$ cat src/rtl/svm_stream_arbiter.sv
// svm_stream_arbiter
// Shares one fixed-latency SVM inference core between NUM_SRC AXI-Stream sample sources.
// Grants are round-robin and held for a whole packet. Each issued sample carries a
// {valid, src, last} tag through a shift pipe that matches the core latency. Results go
// into a credit-protected FIFO, so the core never stalls.
//
// Ports:
//   axi_clk, rst        clock, asynchronous active-high reset
//   s_axis_*            per-source sample streams (source i in slice i of tdata)
//   core_enable         core clock enable (0 in reset, 1 otherwise)
//   core_valid_in       sample issue strobe, core_features = granted sample
//   core_pred/valid_out core result, LATENCY cycles after issue
//   m_axis_*            results: {src_id[7:0], 8'h00, pred[15:0]}, tlast closes a packet
//   busy                grant held, tags in flight or FIFO non-empty
//   err_sync            sticky: core result strobe disagreed with the tag pipe
module svm_stream_arbiter #(
    parameter int unsigned NUM_SRC      = 2,
    parameter int unsigned NUM_FEATURES = 8,
    parameter int unsigned DATA_WIDTH   = 16,
    parameter int unsigned PRED_WIDTH   = 16,
    parameter int unsigned LATENCY      = 5,
    parameter int unsigned FIFO_DEPTH   = 8
) (
    input  logic                                    axi_clk,
    input  logic                                    rst,
    input  logic [NUM_SRC*NUM_FEATURES*DATA_WIDTH-1:0] s_axis_tdata,
    input  logic [NUM_SRC-1:0]                      s_axis_tvalid,
    input  logic [NUM_SRC-1:0]                      s_axis_tlast,
    output logic [NUM_SRC-1:0]                      s_axis_tready,
    output logic                                    core_enable,
    output logic                                    core_valid_in,
    output logic [NUM_FEATURES*DATA_WIDTH-1:0]      core_features,
    input  logic [PRED_WIDTH-1:0]                   core_pred,
    input  logic                                    core_valid_out,
    output logic [31:0]                             m_axis_tdata,
    output logic                                    m_axis_tvalid,
    input  logic                                    m_axis_tready,
    output logic                                    m_axis_tlast,
    output logic                                    busy,
    output logic                                    err_sync
);

    localparam int unsigned SW       = (NUM_SRC > 1) ? $clog2(NUM_SRC) : 1;
    localparam int unsigned SAMPLE_W = NUM_FEATURES * DATA_WIDTH;
    localparam int unsigned AW       = $clog2(FIFO_DEPTH);
    localparam int unsigned EW       = 8 + 16 + 1;  // {src8, pred16, last}

    localparam logic [AW:0]   CNT_ONE = 1;
    localparam logic [AW-1:0] PTR_ONE = 1;

    typedef enum logic [0:0] {StIdle = 1'b0, StLocked = 1'b1} state_e;

    state_e          state_q, state_d;
    logic [SW-1:0]   grant_q, grant_d;
    logic [SW-1:0]   rr_ptr_q, rr_ptr_d;

    logic [LATENCY-1:0] tag_v_q;
    logic [LATENCY-1:0] tag_last_q;
    logic [SW-1:0]      tag_src_q [LATENCY];

    logic [EW-1:0]   fifo_mem_q [FIFO_DEPTH];
    logic [AW-1:0]   wr_ptr_q, rd_ptr_q;
    logic [AW:0]     count_q;
    logic            err_q;

    logic            handshake, have_credit, push, pop, push_ok, fifo_full;
    logic [31:0]     used;
    logic [SW-1:0]   pick;
    logic            found;
    int unsigned     arb_idx;
    logic [15:0]     pred_ext;
    logic [EW-1:0]   push_entry, rd_entry;

    // Credits are FIFO_DEPTH minus everything already promised a FIFO slot.
    assign used        = 32'(count_q) + 32'($countones(tag_v_q));
    assign have_credit = used < FIFO_DEPTH;
    assign handshake   = (state_q == StLocked) && have_credit && s_axis_tvalid[grant_q];

    // First requester strictly after rr_ptr, wrapping.
    always_comb begin
        found   = 1'b0;
        pick    = rr_ptr_q;
        arb_idx = 0;
        for (int unsigned k = 1; k <= NUM_SRC; k++) begin
            arb_idx = (32'(rr_ptr_q) + k) % NUM_SRC;
            if (!found && s_axis_tvalid[arb_idx]) begin
                found = 1'b1;
                pick  = SW'(arb_idx);
            end
        end
    end

    always_comb begin
        state_d       = state_q;
        grant_d       = grant_q;
        rr_ptr_d      = rr_ptr_q;
        s_axis_tready = '0;
        unique case (state_q)
            StIdle: begin
                if (|s_axis_tvalid) begin
                    grant_d = pick;
                    state_d = StLocked;
                end
            end
            StLocked: begin
                // Ready only looks at credits, never at tvalid.
                s_axis_tready[grant_q] = have_credit;
                if (handshake && s_axis_tlast[grant_q]) begin
                    rr_ptr_d = grant_q;
                    state_d  = StIdle;
                end
            end
            default: state_d = StIdle;
        endcase
    end

    always_ff @(posedge axi_clk or posedge rst) begin
        if (rst) begin
            state_q  <= StIdle;
            grant_q  <= '0;
            rr_ptr_q <= SW'(NUM_SRC - 1);
        end else begin
            state_q  <= state_d;
            grant_q  <= grant_d;
            rr_ptr_q <= rr_ptr_d;
        end
    end

    assign core_enable   = ~rst;
    assign core_valid_in = handshake;
    assign core_features = handshake ? s_axis_tdata[32'(grant_q) * SAMPLE_W +: SAMPLE_W] : '0;

    // Tag pipe shifts every cycle so its last stage lines up with core_valid_out.
    always_ff @(posedge axi_clk or posedge rst) begin
        if (rst) begin
            tag_v_q    <= '0;
            tag_last_q <= '0;
            for (int k = 0; k < int'(LATENCY); k++) tag_src_q[k] <= '0;
        end else begin
            tag_v_q[0]    <= handshake;
            tag_src_q[0]  <= grant_q;
            tag_last_q[0] <= handshake & s_axis_tlast[grant_q];
            for (int k = 1; k < int'(LATENCY); k++) begin
                tag_v_q[k]    <= tag_v_q[k-1];
                tag_src_q[k]  <= tag_src_q[k-1];
                tag_last_q[k] <= tag_last_q[k-1];
            end
        end
    end

    always_comb begin
        pred_ext                 = '0;
        pred_ext[PRED_WIDTH-1:0] = core_pred;
    end

    // A result without a valid tag is still kept, attributed to src 0 with no last.
    assign push_entry = tag_v_q[LATENCY-1]
                      ? {8'(tag_src_q[LATENCY-1]), pred_ext, tag_last_q[LATENCY-1]}
                      : {8'h00, pred_ext, 1'b0};

    assign fifo_full = 32'(count_q) == FIFO_DEPTH;
    assign push      = core_valid_out;
    assign pop       = (count_q != '0) && m_axis_tready;
    // Only a misaligned core can reach a full FIFO; drop rather than corrupt.
    assign push_ok   = push && (!fifo_full || pop);

    always_ff @(posedge axi_clk) begin
        if (push_ok) fifo_mem_q[wr_ptr_q] <= push_entry;
    end

    always_ff @(posedge axi_clk or posedge rst) begin
        if (rst) begin
            wr_ptr_q <= '0;
            rd_ptr_q <= '0;
            count_q  <= '0;
            err_q    <= 1'b0;
        end else begin
            if (push_ok) wr_ptr_q <= wr_ptr_q + PTR_ONE;
            if (pop)     rd_ptr_q <= rd_ptr_q + PTR_ONE;
            if (push_ok && !pop)      count_q <= count_q + CNT_ONE;
            else if (!push_ok && pop) count_q <= count_q - CNT_ONE;
            if (core_valid_out != tag_v_q[LATENCY-1]) err_q <= 1'b1;
        end
    end

    assign rd_entry      = fifo_mem_q[rd_ptr_q];
    assign m_axis_tvalid = count_q != '0;
    assign m_axis_tdata  = m_axis_tvalid ? {rd_entry[EW-1 -: 8], 8'h00, rd_entry[16:1]} : '0;
    assign m_axis_tlast  = m_axis_tvalid & rd_entry[0];
    assign busy          = (state_q == StLocked) || (|tag_v_q) || (count_q != '0);
    assign err_sync      = err_q;

endmodule

$ cat config.mk
export PLATFORM = sky130hd
export DESIGN_NAME = svm_stream_arbiter
export DESIGN_NICKNAME = d
export VERILOG_FILES = /design/src/rtl/svm_stream_arbiter.sv
export SDC_FILE = /design/constraint.sdc
export NUM_CORES = 1
export LEC_CHECK = 0
export ABC_AREA = 1
export BUFFER_PORTS_ARGS = -buffer_cell sky130_fd_sc_hd__buf_4
export CELL_PAD_IN_SITES_DETAIL_PLACEMENT = 0
export CELL_PAD_IN_SITES_GLOBAL_PLACEMENT = 1
export CORE_UTILIZATION = 30
export CTS_BUF_LIST = sky130_fd_sc_hd__clkbuf_16
export CTS_CLUSTER_DIAMETER = 80
export DETAILED_ROUTE_END_ITERATION = 16
export GPL_ROUTABILITY_DRIVEN = 0
export PLACE_DENSITY = 0.78
export SYNTH_ARGS = -nofsm -noshare
export SYNTH_HDL_FRONTEND = slang
export SYNTH_SLANG_ARGS = --single-unit
$ cat constraint.sdc
create_clock -name axi_clk -period 2.7 [get_ports axi_clk]
set_input_delay 0.27 -clock axi_clk [delete_from_list [all_inputs] [get_ports axi_clk]]
set_output_delay 0.27 -clock axi_clk [all_outputs]
set_load 0.01 [all_outputs]
# Word-level counts from Yosys, hierarchy flattened

Memory sizes are Yosys's and may differ from the RTL's.
Cells that the tools add are included.

Register bits after elaboration: 29
Input bits: 280
Memories kept: 1
RAM bits: 144
Word-level logic and storage cells: 85

Equality and inequality tests: 2
Shifts and indexed selects: 1
Bitwise operators: 5
Magnitude comparators: 5
Reductions and logical operators: 22
Add/subtract/negate cells: 11
Multiplexer cells: 24

Memory list:

| name       | words | width | read ports | clocked after memory_dff | wr ports | RTL line | text |
|---|---|---|---|---|---|---|---|
| fifo_mem_q | 8     | 18    | 1          | 0                        | 1        | 61       | `logic [EW-1:0] fifo_mem_q [FIFO_DEPTH];` |

Operator list:

| operator            | count |
|---|---|
| $shiftx 256x9->128  | 1 |
| $mux 128            | 1 |
| $mux 32             | 1 |
| $mux 18             | 1 |
| $mux 1              | 16 |
| $logic_and 1x1->1   | 9 |
| $mux 4              | 2 |
| $add 3x1->3 const B | 2 |
| $lt 1x2->1 const B  | 3 |
| $add 4x4->5         | 1 |
| $lt 5x4->1 const B  | 1 |
| $reduce_or 5->1     | 1 |
| $add 1x1->2         | 2 |
| $add 3x1->4         | 1 |
| $add 4x1->4 const B | 1 |
| $eq 4x4->1 const B  | 1 |
| $logic_not 1->1     | 4 |
| $reduce_and 2->1    | 2 |
| $reduce_bool 4->1   | 1 |
| $sub 4x1->4 const B | 1 |
| $add 2x2->3         | 1 |
| $logic_or 1x1->1    | 3 |
| $add 1x1->1 const B | 2 |
| $and 1x1->1         | 2 |
| other kinds (9)     | 10 |

# Logic depth before layout (Yosys ltp)

Depth after elaboration: 10
Depth in mapped cells: 12
Depth with buffers taken out: 12

# Worst setup path after synthesis

No wires, ideal clock.

Kind: register to output
From: register tag_v_q[0]
To: output port core_features[118]
Path slack: 13 ps
Stages on the path, launching flop included: 13
Required time: 2430 ps
Arrival time: 2417 ps
Path through: dfrtp_1 > fa_1 > inv_1 > fa_1 > inv_1 > ha_1 > nand3_1 > nand2_1 > a21oi_2 > nand2_2 > buf_2 > buf_6 > a21oi_2

Longest elaborated chain between the ends: 8

Ends and longest elaborated chain:

| what                              | RTL line | text |
|---|---|---|
| start: declaration                | 57       | `logic [LATENCY-1:0] tag_v_q;` |
| start signal: assignment          | 140      | `tag_v_q[0] <= handshake;` |
| start signal: indexed assignment  | 144      | `tag_v_q[k] <= tag_v_q[k-1];` |
| $add 1x1->2 (implied by the code) | 75       | `assign used = 32'(count_q) + 32'($countones(tag_v_q));` |
| $add 2x2->3 (implied by the code) | 75       |  |
| $add 3x1->4 (implied by the code) | 75       |  |
| $add 4x4->5                       | 75       |  |
| $lt 5x4->1                        | 76       | `assign have_credit = used < FIFO_DEPTH;` |
| $logic_and 1x1->1 (2 in series)   | 77       | `assign handshake = (state_q == StLocked) && have_credit && s_axis_tvalid[grant_q];` |
| $mux 128                          | 131      | `assign core_features = handshake ? s_axis_tdata[32'(grant_q) * SAMPLE_W +: SAMPLE_W] : '0;` |
| end: declaration                  | 32       | `output logic [NUM_FEATURES*DATA_WIDTH-1:0] core_features,` |

No other way between the ends.

# Final worst setup path

From: register tag_v_q[3]
To: output port core_features[3]

The elaborated chain is that of the path after synthesis.

==> metrics.txt <==
CTS clk-pin slew, worst paths 0.07 ns; Compound-Gate Fraction of Synth Area 0.1837; dominant cell type by area after synthesis edfxtp_1; Post-DRT Antenna Nets 0; largest cells by area after synthesis edfxtp_1, nand2_1, a21oi_2; H-tree Lvls 4; failing checks negative setup slack; Vias/cell 4.918; CP startpoint tag_v_q[3]; Slew @ Worst Pin 1.384 ns; initial drt markers 667; Final nets 1736; min Tclk post-route 3.427 ns; max incr delay on CP 0.53 ns; met2 routed wirelength 19300 um; initial antenna violation count 4; routed via count 9122; GR Overflow Total 0; multiplexer area fraction after synthesis 0; post-place setup slack -0.4841 ns; status complete, but fails checks; # DRC 0; core area 0.03059 mm2; Cell Count, Final, Fillers Out 1855; Max Fclk 291.8 MHz; simple-gate share of the synthesized area 0.1864; xor and xnor fraction of the mapped netlist area 0.006560; die width 178.5 um; Total Wirelength 42210 um; I/O Pins 448; pwr dens 1063 mW/mm2; largest family of logic cells by synthesized area simple AND/OR/NAND/NOR gates; adder-cell area share of the yosys netlist 0.01848; Worst Hold Class input port to register; slowest library cell on the worst path fa_1; met3 WL 3458 um; Final Instance Area 0.01465 mm2; Final WS setup -0.7271 ns; highest metal used met5; Synth Warn # 0; Crit Path Category register to output pin; max cap viols 0; Fin. Hold Viols 0; vias in the first global route 8841; period utilization 1.269; Slew Limit Fails 0; wire per inst 22.75 um; met1 wire length 18600 um; maximum vdd drop 0.6419 mV; die area 0.03186 mm2; Critical Path, Cell by Cell fa_1 > inv_1 > fa_2 > inv_2 > ha_4 > nand3_2 > nand2_2 > a21oi_4 > buf_12 > nand2_8 > buf_16 > a21oi_4 > buf_6; Buffers on Ports 432; CTS tree yes; mapped cell area 0.009345 mm2; Pwr Total 0.01557 W; Max Buffers Root-to-Sink 2; crit-path max FO 6; RSZ-0062 raised after global routing true; fin util 0.4789; filler instances 2951; Crit path arrival time 3.16 ns; number of buffers created by CTS 17; Seq/Total Area, Yosys 0.5405; DRT Pass-1 Iters 4; first-pass GRT wire length 58960 um; root buffer cell clkbuf_16; starting density of the core 0.3055; Rows 64; hold_sp core_pred[14]; synthesized area per cell 9.234 um2; Mapped Cells 1012; most common cell after layout, fill and taps aside buf_4; RR Startpoint tag_v_q[3]; R2R setup slack 0.09 ns; DP Area 0.01296 mm2; largest net degree at the start of global routing 131; Total GRT Usage 0.2601; setup violators final 131; CP endpoint kind output pin; Die Y 178.5 um; Clock Skew 0.008345 ns; layout cells sized above 1 0.4502; P&R area growth vs syn 56.74%; Placed Cells 1798; most frequent cells in the layout buf_4, nand2_1, edfxtp_1; DP HPWL 30710 um; Yosys top cell area share 0.4627; Yosys reg bits 173; CP most frequent cell a21oi_4; Netlist cell types 29; Slew HR 0.07111; crit start category register; # clock sinks 173; LEAKAGE 6.218 nW; clk_lat worst skew 0.42 ns; CP required 2.43 ns
[registers in the layout, summed over array words and instances, names as in the netlist]
register / count
fifo_mem_q: 144
tag_last_q: 5
tag_src_q: 5
tag_v_q: 5
count_q: 4
rd_ptr_q: 3
wr_ptr_q: 3
err_sync: 1
grant_q: 1
rr_ptr_q: 1
state_q: 1
[kinds of logic after synthesis]
| kind of cell | count (synthesis) |
|---|---|
| simple gates | 459 |
| compound gates | 246 |
| flops | 173 |
| buf+inv | 114 |
| fa+ha+maj | 12 |
| xor+xnor | 7 |
| other cells | 1 |
[stage by stage]
step,hold WS [ns],setup TNS (ns)
after floorplan,0.3312,0
after global placement,0.3338,-34.19
after detailed placement,0.3358,-36.77
after CTS,0.05744,-89.09
after global routing,0.05627,-102.20
final,0.07677,-85.53
[final timing paths]
path	endpoint	cells after the start
worst min-delay path	fifo_mem_q[0][15]	1
worst min register to register	tag_src_q[0]	0
worst max register to register	tag_v_q[0]	13
max in group asynchronous	rd_ptr_q[0]	4
worst max-delay path	core_features[3]	13
min in group asynchronous	grant_q	4
[cells in the mapped netlist]
cell type / instances
nand2_1: 307
inv_1: 24
xnor2_1: 4
clkbuf_2: 2
o22ai_1: 18
ha_1: 9
nand4_1: 3
conb_1: 1
nand3_1: 5
nor2_1: 142
dfstp_2: 1
or2_2: 1
edfxtp_1: 144
o211ai_1: 18
clkbuf_1: 38
a21oi_1: 22
buf_6: 12
inv_2: 4
dfrtp_1: 28
buf_1: 4
o21ai_1: 20
xor2_1: 3
buf_4: 16
o21ai_0: 57
buf_2: 14
a32o_1: 1
fa_1: 3
a21oi_2: 110
nand2_2: 1
[critical path: cells and delay by family, from the launching register on]
kind	cells	cell delay, ns
adder cells (fa/ha/maj)	3	1.06
buffers and inverters	5	0.66
flip-flops	1	0.40
AO/OA/AOI/OAI	2	0.36
AND/OR/NAND/NOR	3	0.24
[power breakdown]
part           total [W]  leakage, nW  switching, W  internal, W
Combinational    0.00947         4.26       0.00557      0.00389
Clock            0.00246        0.292       0.00101      0.00145
Sequential       0.00364         1.67      0.000240      0.00340
Total             0.0156         6.22       0.00682      0.00875
[metal layers]
| metal | up-vias | global-route usage |
|---|---|---|
| met5 | - | 0 |
| met4 | 4 | 0.06638 |
| met3 | 53 | 0.07182 |
| met2 | 361 | 0.3889 |
| met1 | 4451 | 0.3678 |
| li1 | 4253 | - |
[cell type report]
cell class	instances	area (um2)	area share
diodes	2	5.005	0.0003417
clock buffers	17	425.4	0.02904
clock inverters	15	171.4	0.01170
inverters	28	121.4	0.008286
multi-input cells	741	4185	0.2857
flip-flops and latches	173	5059	0.3453
well taps	396	495.5	0.03383
repair buffers	483	4185	0.2857
[what timing repair did]
action | CTS | global route
resized for setup | 82 | 50
hold endpoints to repair | 28 | 0
endpoints found under the setup margin | 131 | 133
buffers inserted | 4 | 3
gates cloned | 13 | 3
hold buffers | 1 | 0
pin swaps | 5 | 2
Power figures use the tool's default switching activity.
